--- config.mk ---
export PLATFORM = sky130hd
export DESIGN_NAME = gearbox_arbiter
export DESIGN_NICKNAME = d
export VERILOG_FILES = /design/src/rtl/gearbox_arbiter.sv
export SDC_FILE = /design/constraint.sdc
export NUM_CORES = 1
export LEC_CHECK = 0
export ABC_AREA = 1
export ABC_CLOCK_PERIOD_IN_PS = 1500
export CELL_PAD_IN_SITES_DETAIL_PLACEMENT = 0
export CELL_PAD_IN_SITES_GLOBAL_PLACEMENT = 1
export CORE_UTILIZATION = 21
export CTS_CLUSTER_SIZE = 24
export DETAILED_ROUTE_END_ITERATION = 10
export GPL_ROUTABILITY_DRIVEN = 0
export PLACE_DENSITY_LB_ADDON = 0.1
export SYNTH_ARGS = -nofsm -noshare
export SYNTH_HDL_FRONTEND = slang
export SYNTH_SLANG_ARGS = --single-unit
--- constraint.sdc ---
create_clock -name clk_400MHz -period 1.5 [get_ports clk_400MHz]
set_clock_uncertainty 0.05 [all_clocks]
set_input_delay 0.3 -clock clk_400MHz [delete_from_list [all_inputs] [get_ports clk_400MHz]]
set_output_delay 0.3 -clock clk_400MHz [all_outputs]
set_load 0.05 [all_outputs]
--- src/rtl/gearbox_arbiter.sv ---
// Round-robin arbiter feeding four 16-bit requesters into a gearbox write port.
// Each grant pays one idle bubble, then streams zero-latency until last or MAX_BURST.
module gearbox_arbiter #(
    parameter int unsigned MAX_BURST = 8
) (
    input  logic        clk_400MHz,
    input  logic        res,
    input  logic [3:0]  req_valid,
    input  logic [3:0]  req_last,
    input  logic [63:0] req_data,
    output logic [3:0]  req_ready,
    input  logic        gb_full,
    output logic        gb_shift_in,
    output logic [15:0] gb_data_in,
    output logic [1:0]  grant_id,
    output logic        busy
);

    localparam int unsigned NREQ = 4;
    localparam int unsigned DW   = 16;
    localparam int unsigned CW   = 8;

    typedef enum logic {
        IDLE  = 1'b0,
        BURST = 1'b1
    } state_t;

    state_t         state_q;
    logic [1:0]     grant_q;
    logic [1:0]     rr_ptr_q;
    logic [CW-1:0]  burst_cnt_q;

    logic [1:0]     sel_c;
    logic           any_c;
    logic           xfer_c;
    logic           done_c;

    // First valid requester starting at rr_ptr, wrapping modulo 4
    always_comb begin
        logic [1:0] idx;
        logic       found;
        sel_c = rr_ptr_q;
        found = 1'b0;
        idx   = rr_ptr_q;
        for (int unsigned k = 0; k < NREQ; k++) begin
            idx = 2'(rr_ptr_q + 2'(k));
            if (!found && req_valid[idx]) begin
                sel_c = idx;
                found = 1'b1;
            end
        end
        any_c = |req_valid;
    end

    // A word offered while res is high is never accepted
    assign xfer_c = (state_q == BURST) && !res && req_valid[grant_q] && !gb_full;
    assign done_c = req_last[grant_q] || (burst_cnt_q == CW'(MAX_BURST - 1));

    always_comb begin
        req_ready   = '0;
        gb_shift_in = xfer_c;
        gb_data_in  = '0;
        if (state_q == BURST && !res) begin
            req_ready[grant_q] = !gb_full;
        end
        if (xfer_c) begin
            gb_data_in = req_data[{grant_q, 4'b0000} +: DW];
        end
    end

    assign busy     = (state_q == BURST);
    assign grant_id = grant_q;

    always_ff @(posedge clk_400MHz) begin
        if (res) begin
            state_q     <= IDLE;
            grant_q     <= 2'd0;
            rr_ptr_q    <= 2'd0;
            burst_cnt_q <= '0;
        end else begin
            case (state_q)
                IDLE: begin
                    if (any_c) begin
                        state_q     <= BURST;
                        grant_q     <= sel_c;
                        burst_cnt_q <= '0;
                    end
                end
                BURST: begin
                    // Grant stays locked to grant_q until a transfer closes the burst
                    if (xfer_c) begin
                        burst_cnt_q <= CW'(burst_cnt_q + 1'b1);
                        if (done_c) begin
                            state_q  <= IDLE;
                            rr_ptr_q <= 2'(grant_q + 2'd1);
                        end
                    end
                end
                default: state_q <= IDLE;
            endcase
        end
    end

endmodule

==> flow_summary.rst <==
.. list-table::
   :header-rows: 1

   * - Metric
     - Value
   * - Clk Latency, worst-skew pair
     - approximately 250 ps
   * - Count of mapped cells out of synthesis
     - approximately 290
   * - Floorplan row count
     - 31
   * - Net switching power
     - around 0.8 mW
   * - CTS Sinks
     - 13
   * - Max-cap violations
     - 0
   * - Antenna-violating nets left
     - 0
   * - Layer carrying the most global-route usage
     - met2
   * - CTS hold repair buffers
     - 0
   * - Residual DRC count
     - 0
   * - Global-route congestion overflow total
     - 0
   * - Number of antenna violations at the first check in global routing
     - 0
   * - Tightest slew margin relative to the limit
     - 0.834
   * - Met3 usage in global routing
     - 0.0185
   * - Number of hold-slack violations in the final timing report
     - 0
   * - Sw frac
     - 0.392
   * - Worst path setup slack after routing
     - -378 ps
   * - Power density of the placed cells
     - 517 nW/um^2
   * - DP HPWL
     - 4880 um
   * - Iteration count of the initial detailed-routing pass
     - 4
   * - Number of failing setup endpoints in the final timing report
     - 31
   * - Unique cell type count in the Yosys netlist
     - 29
   * - Hold Path Cell Cnt
     - 3
   * - Clock tree root driver cell
     - sky130_fd_sc_hd__clkbuf_8
   * - Tot GR Track Use
     - 0.156
   * - Number of antenna repair diodes
     - 0
   * - Nets
     - 511
   * - Die X
     - roughly 90 um
   * - Average size of a mapped cell
     - 5.49 sq um
   * - Type of the worst min-delay path
     - input pin to register
   * - Required time reported for the critical path endpoint
     - around 1200 ps
   * - Number of buffers added by the clock tree synthesis step
     - 3
   * - FMAX
     - approximately 530 MHz
   * - Maximum vdd drop
     - around 0.32 mV
   * - Max-slew violations
     - 0
   * - Pin count of the biggest net entering global routing
     - 25
   * - Global-route wire length before repair
     - a little under 10000 um
   * - Critical R2R Capture
     - rr_ptr_q[1]
   * - Startpoint of the worst hold path
     - res
   * - Clk pin slew, worst setup/hold paths
     - roughly 50 ps
   * - Largest buffer count on any clock path
     - 2
   * - Flop2flop setup slack
     - -200 ps
   * - Io pins
     - ~100
   * - Violated checks
     - negative setup slack
   * - Starting density of the core
     - 0.219
   * - Cells on worst reg2reg path
     - 10
   * - Combinational fraction of design power
     - 0.661
   * - TritonCTS clock tree
     - yes
   * - Leak
     - roughly 1.6 nW
   * - Status
     - finished, violations left
   * - Wire length per cell
     - between 10 and 15 um
   * - Sequential element share of the synthesized area
     - 0.163
   * - Crit Reg-Reg Startpoint
     - grant_id[0]
   * - Unrepaired setup endpoints after global routing
     - yes
   * - Post-synth net total
     - between 300 and 400
   * - Final period util
     - 1.25
   * - CTS H-tree depth
     - 1
   * - Hold EP
     - busy
   * - Sequential cell fraction of total power
     - 0.185
   * - Count of routing violations after the opening detailed-route iteration
     - 35
   * - Floorplan die area
     - around 8000 sq um
   * - Growth of design area from synthesis to finish
     - 148%
   * - GR Util met2
     - 0.288
   * - Non-filler instance count after layout
     - around 530
   * - Crit path launch
     - grant_id[0]
   * - Internal portion of total power
     - about 1.2 mW
   * - Number of cells after detailed placement
     - 509
   * - Die Height
     - between 80 and 90 um
   * - Total of warnings raised by yosys
     - 0
   * - Number of vias per cell after detailed routing
     - between 4 and 5
   * - Total negative setup slack
     - -7560 ps
   * - GRT met1 Usage
     - 0.194
   * - Type of the worst setup path
     - register to output port
   * - Via Count
     - approximately 2.3k
   * - Share of cells above drive strength 1
     - 0.398
   * - Minimum period implied by the final worst setup slack
     - approximately 1900 ps
   * - Total detailed-routing wirelength
     - between 6000 and 7000 um
   * - Vias in the first global route
     - just over 2k
   * - Syn Std Cell Area
     - 1600 sq um
   * - Core box area
     - approximately 7300 sq um
   * - Quantity of I/O buffers inserted on ports
     - just under 100
   * - Maximum fanout along the worst path
     - 8
   * - Flop and latch count out of synthesis
     - 13
   * - Startpoint Class
     - register
   * - Total power consumption of the routed design
     - 2.05 mW
   * - Least-Margin Pin Slew
     - around 250 ps
   * - Data arrival at the endpoint of the critical path
     - ~1500 ps
   * - Power share of the clock group
     - 0.155
   * - CP endpoint kind
     - output port
power groups by stage:
stage	Clock, mW	Sequential (mW)	Combinational [mW]
after detailed placement	0	0.387	1.07
final	0.317	0.378	1.35
after global routing	0.343	0.380	1.44
after CTS	0.324	0.382	1.13
after global placement	0	0.386	1.07
after floorplan	0	0.411	0.556
through the flow:
step           hold slack, ps  utilization  setup slack, ps  cell area, sq um
3_5_place_dp              431        0.470             -523              3430
6_report                  431        0.543             -378              3960
4_1_cts                   433        0.489             -353              3570
3_3_place_gp              419        0.470             -508              3430
2_1_floorplan             309            -             -302              1890
5_1_grt                   436        0.543             -427              3960
layout make-up:
cell class,instances,area (sq um)
multi-input combinational,241,1550
timing repair buffer,148,1840
fill,713,3340
sequential,13,277
clock buffer,4,45.0
tap,99,124
inverter,24,123
synthesized netlist by cell type:
master	number	area, sq um
sky130_fd_sc_hd__nor3_2	2	20.0
sky130_fd_sc_hd__dfxtp_1	13	260
sky130_fd_sc_hd__nand2_1	48	180
sky130_fd_sc_hd__buf_6	1	11.3
sky130_fd_sc_hd__nor2_4	1	11.3
sky130_fd_sc_hd__nand3_2	1	10.0
sky130_fd_sc_hd__nand2_2	8	50.1
sky130_fd_sc_hd__xnor2_1	2	17.5
sky130_fd_sc_hd__nand4_1	1	6.26
sky130_fd_sc_hd__nand2_4	5	56.3
sky130_fd_sc_hd__inv_2	10	37.5
sky130_fd_sc_hd__o21ai_0	35	175
sky130_fd_sc_hd__buf_2	7	35.0
sky130_fd_sc_hd__nand3_1	12	60.1
sky130_fd_sc_hd__nor3_1	3	15.0
sky130_fd_sc_hd__buf_1	1	3.75
sky130_fd_sc_hd__xor2_1	1	8.76
sky130_fd_sc_hd__nor2_2	1	6.26
sky130_fd_sc_hd__o21bai_1	1	7.51
sky130_fd_sc_hd__clkbuf_1	3	11.3
sky130_fd_sc_hd__nor2_1	79	297
sky130_fd_sc_hd__o21ai_1	3	15.0
sky130_fd_sc_hd__a21oi_2	1	8.76
sky130_fd_sc_hd__a21oi_1	27	135
sky130_fd_sc_hd__ha_1	5	62.6
sky130_fd_sc_hd__or2_1	1	6.26
sky130_fd_sc_hd__inv_1	14	52.6
sky130_fd_sc_hd__buf_4	1	7.51
sky130_fd_sc_hd__o211ai_1	4	30.0
placed cells by master (no fill, tap or decap), types with 2 or more instances in the layout:
master,count
sky130_fd_sc_hd__clkdlybuf4s50_1,68
sky130_fd_sc_hd__nor2_1,64
sky130_fd_sc_hd__nand2_1,43
sky130_fd_sc_hd__buf_12,29
sky130_fd_sc_hd__buf_4,25
sky130_fd_sc_hd__o21ai_1,22
sky130_fd_sc_hd__a21oi_4,17
sky130_fd_sc_hd__o21ai_2,14
sky130_fd_sc_hd__nand2_2,12
sky130_fd_sc_hd__nand3_1,12
sky130_fd_sc_hd__nor2_2,10
sky130_fd_sc_hd__inv_1,9
sky130_fd_sc_hd__a21oi_1,9
sky130_fd_sc_hd__buf_6,9
sky130_fd_sc_hd__inv_2,8
sky130_fd_sc_hd__dfxtp_1,8
sky130_fd_sc_hd__nor2_4,7
sky130_fd_sc_hd__nand2_4,6
sky130_fd_sc_hd__dlygate4sd2_1,5
sky130_fd_sc_hd__buf_8,5
sky130_fd_sc_hd__inv_4,4
sky130_fd_sc_hd__o211ai_1,4
sky130_fd_sc_hd__dfxtp_4,4
sky130_fd_sc_hd__clkbuf_16,4
sky130_fd_sc_hd__inv_8,3
sky130_fd_sc_hd__nor3_1,3
sky130_fd_sc_hd__ha_4,3
sky130_fd_sc_hd__clkbuf_8,3
sky130_fd_sc_hd__o21ai_0,2
sky130_fd_sc_hd__a21oi_2,2
sky130_fd_sc_hd__xnor2_1,2
sky130_fd_sc_hd__nor3_2,2
sky130_fd_sc_hd__ha_1,2
worst max-delay path, cell delays in order, from the launching register on:
cell	delay [ps]
sky130_fd_sc_hd__dfxtp_4	390
sky130_fd_sc_hd__buf_12	150
sky130_fd_sc_hd__clkbuf_16	150
sky130_fd_sc_hd__nor2_1	50
sky130_fd_sc_hd__nor2_1	130
sky130_fd_sc_hd__o21ai_2	90
sky130_fd_sc_hd__a21oi_4	170
sky130_fd_sc_hd__buf_12	150
cell families (layout without fill, tap and decap cells):
family	after synthesis	in the layout	synth area share
buffers and inverters	37	176	0.0995
DFF	13	13	0.163
adders and majority gates	5	5	0.0392
AOI/OAI and AO/OA	71	71	0.233
xor gates and xnor gates	3	3	0.0164
and+or+nand+nor	162	162	0.449
state kept, by name, indices dropped and copies added, names as in the netlist:
register / flops
grant_id: 2
rr_ptr_q: 2
burst_cnt_q: 8
busy: 1
worst max-delay path by stage:
stage / cells past startpoint / to / slack [ps]
floorplan: 6 / gb_data_in[10] / -300
global placement: 9 / gb_data_in[2] / -510
detailed placement: 9 / gb_data_in[7] / -520
CTS: 7 / gb_data_in[7] / -350
global route: 7 / gb_data_in[14] / -430
finish: 7 / gb_data_in[14] / -380
metal layers:
metal | up-vias | part of all wire
li1 | 1227 | -
met1 | 1023 | 0.44
met2 | 61 | 0.49
met3 | 7 | 0.055
met4 | 0 | 0.0098
met5 | - | 0
repair_timing:
action	CTS	global route
gates cloned	2	5
pin swaps	5	24
setup endpoints to repair	34	34
setup buffers	1	8
resized for setup	35	72
Note: power is estimated with default switching activity, not from simulation.
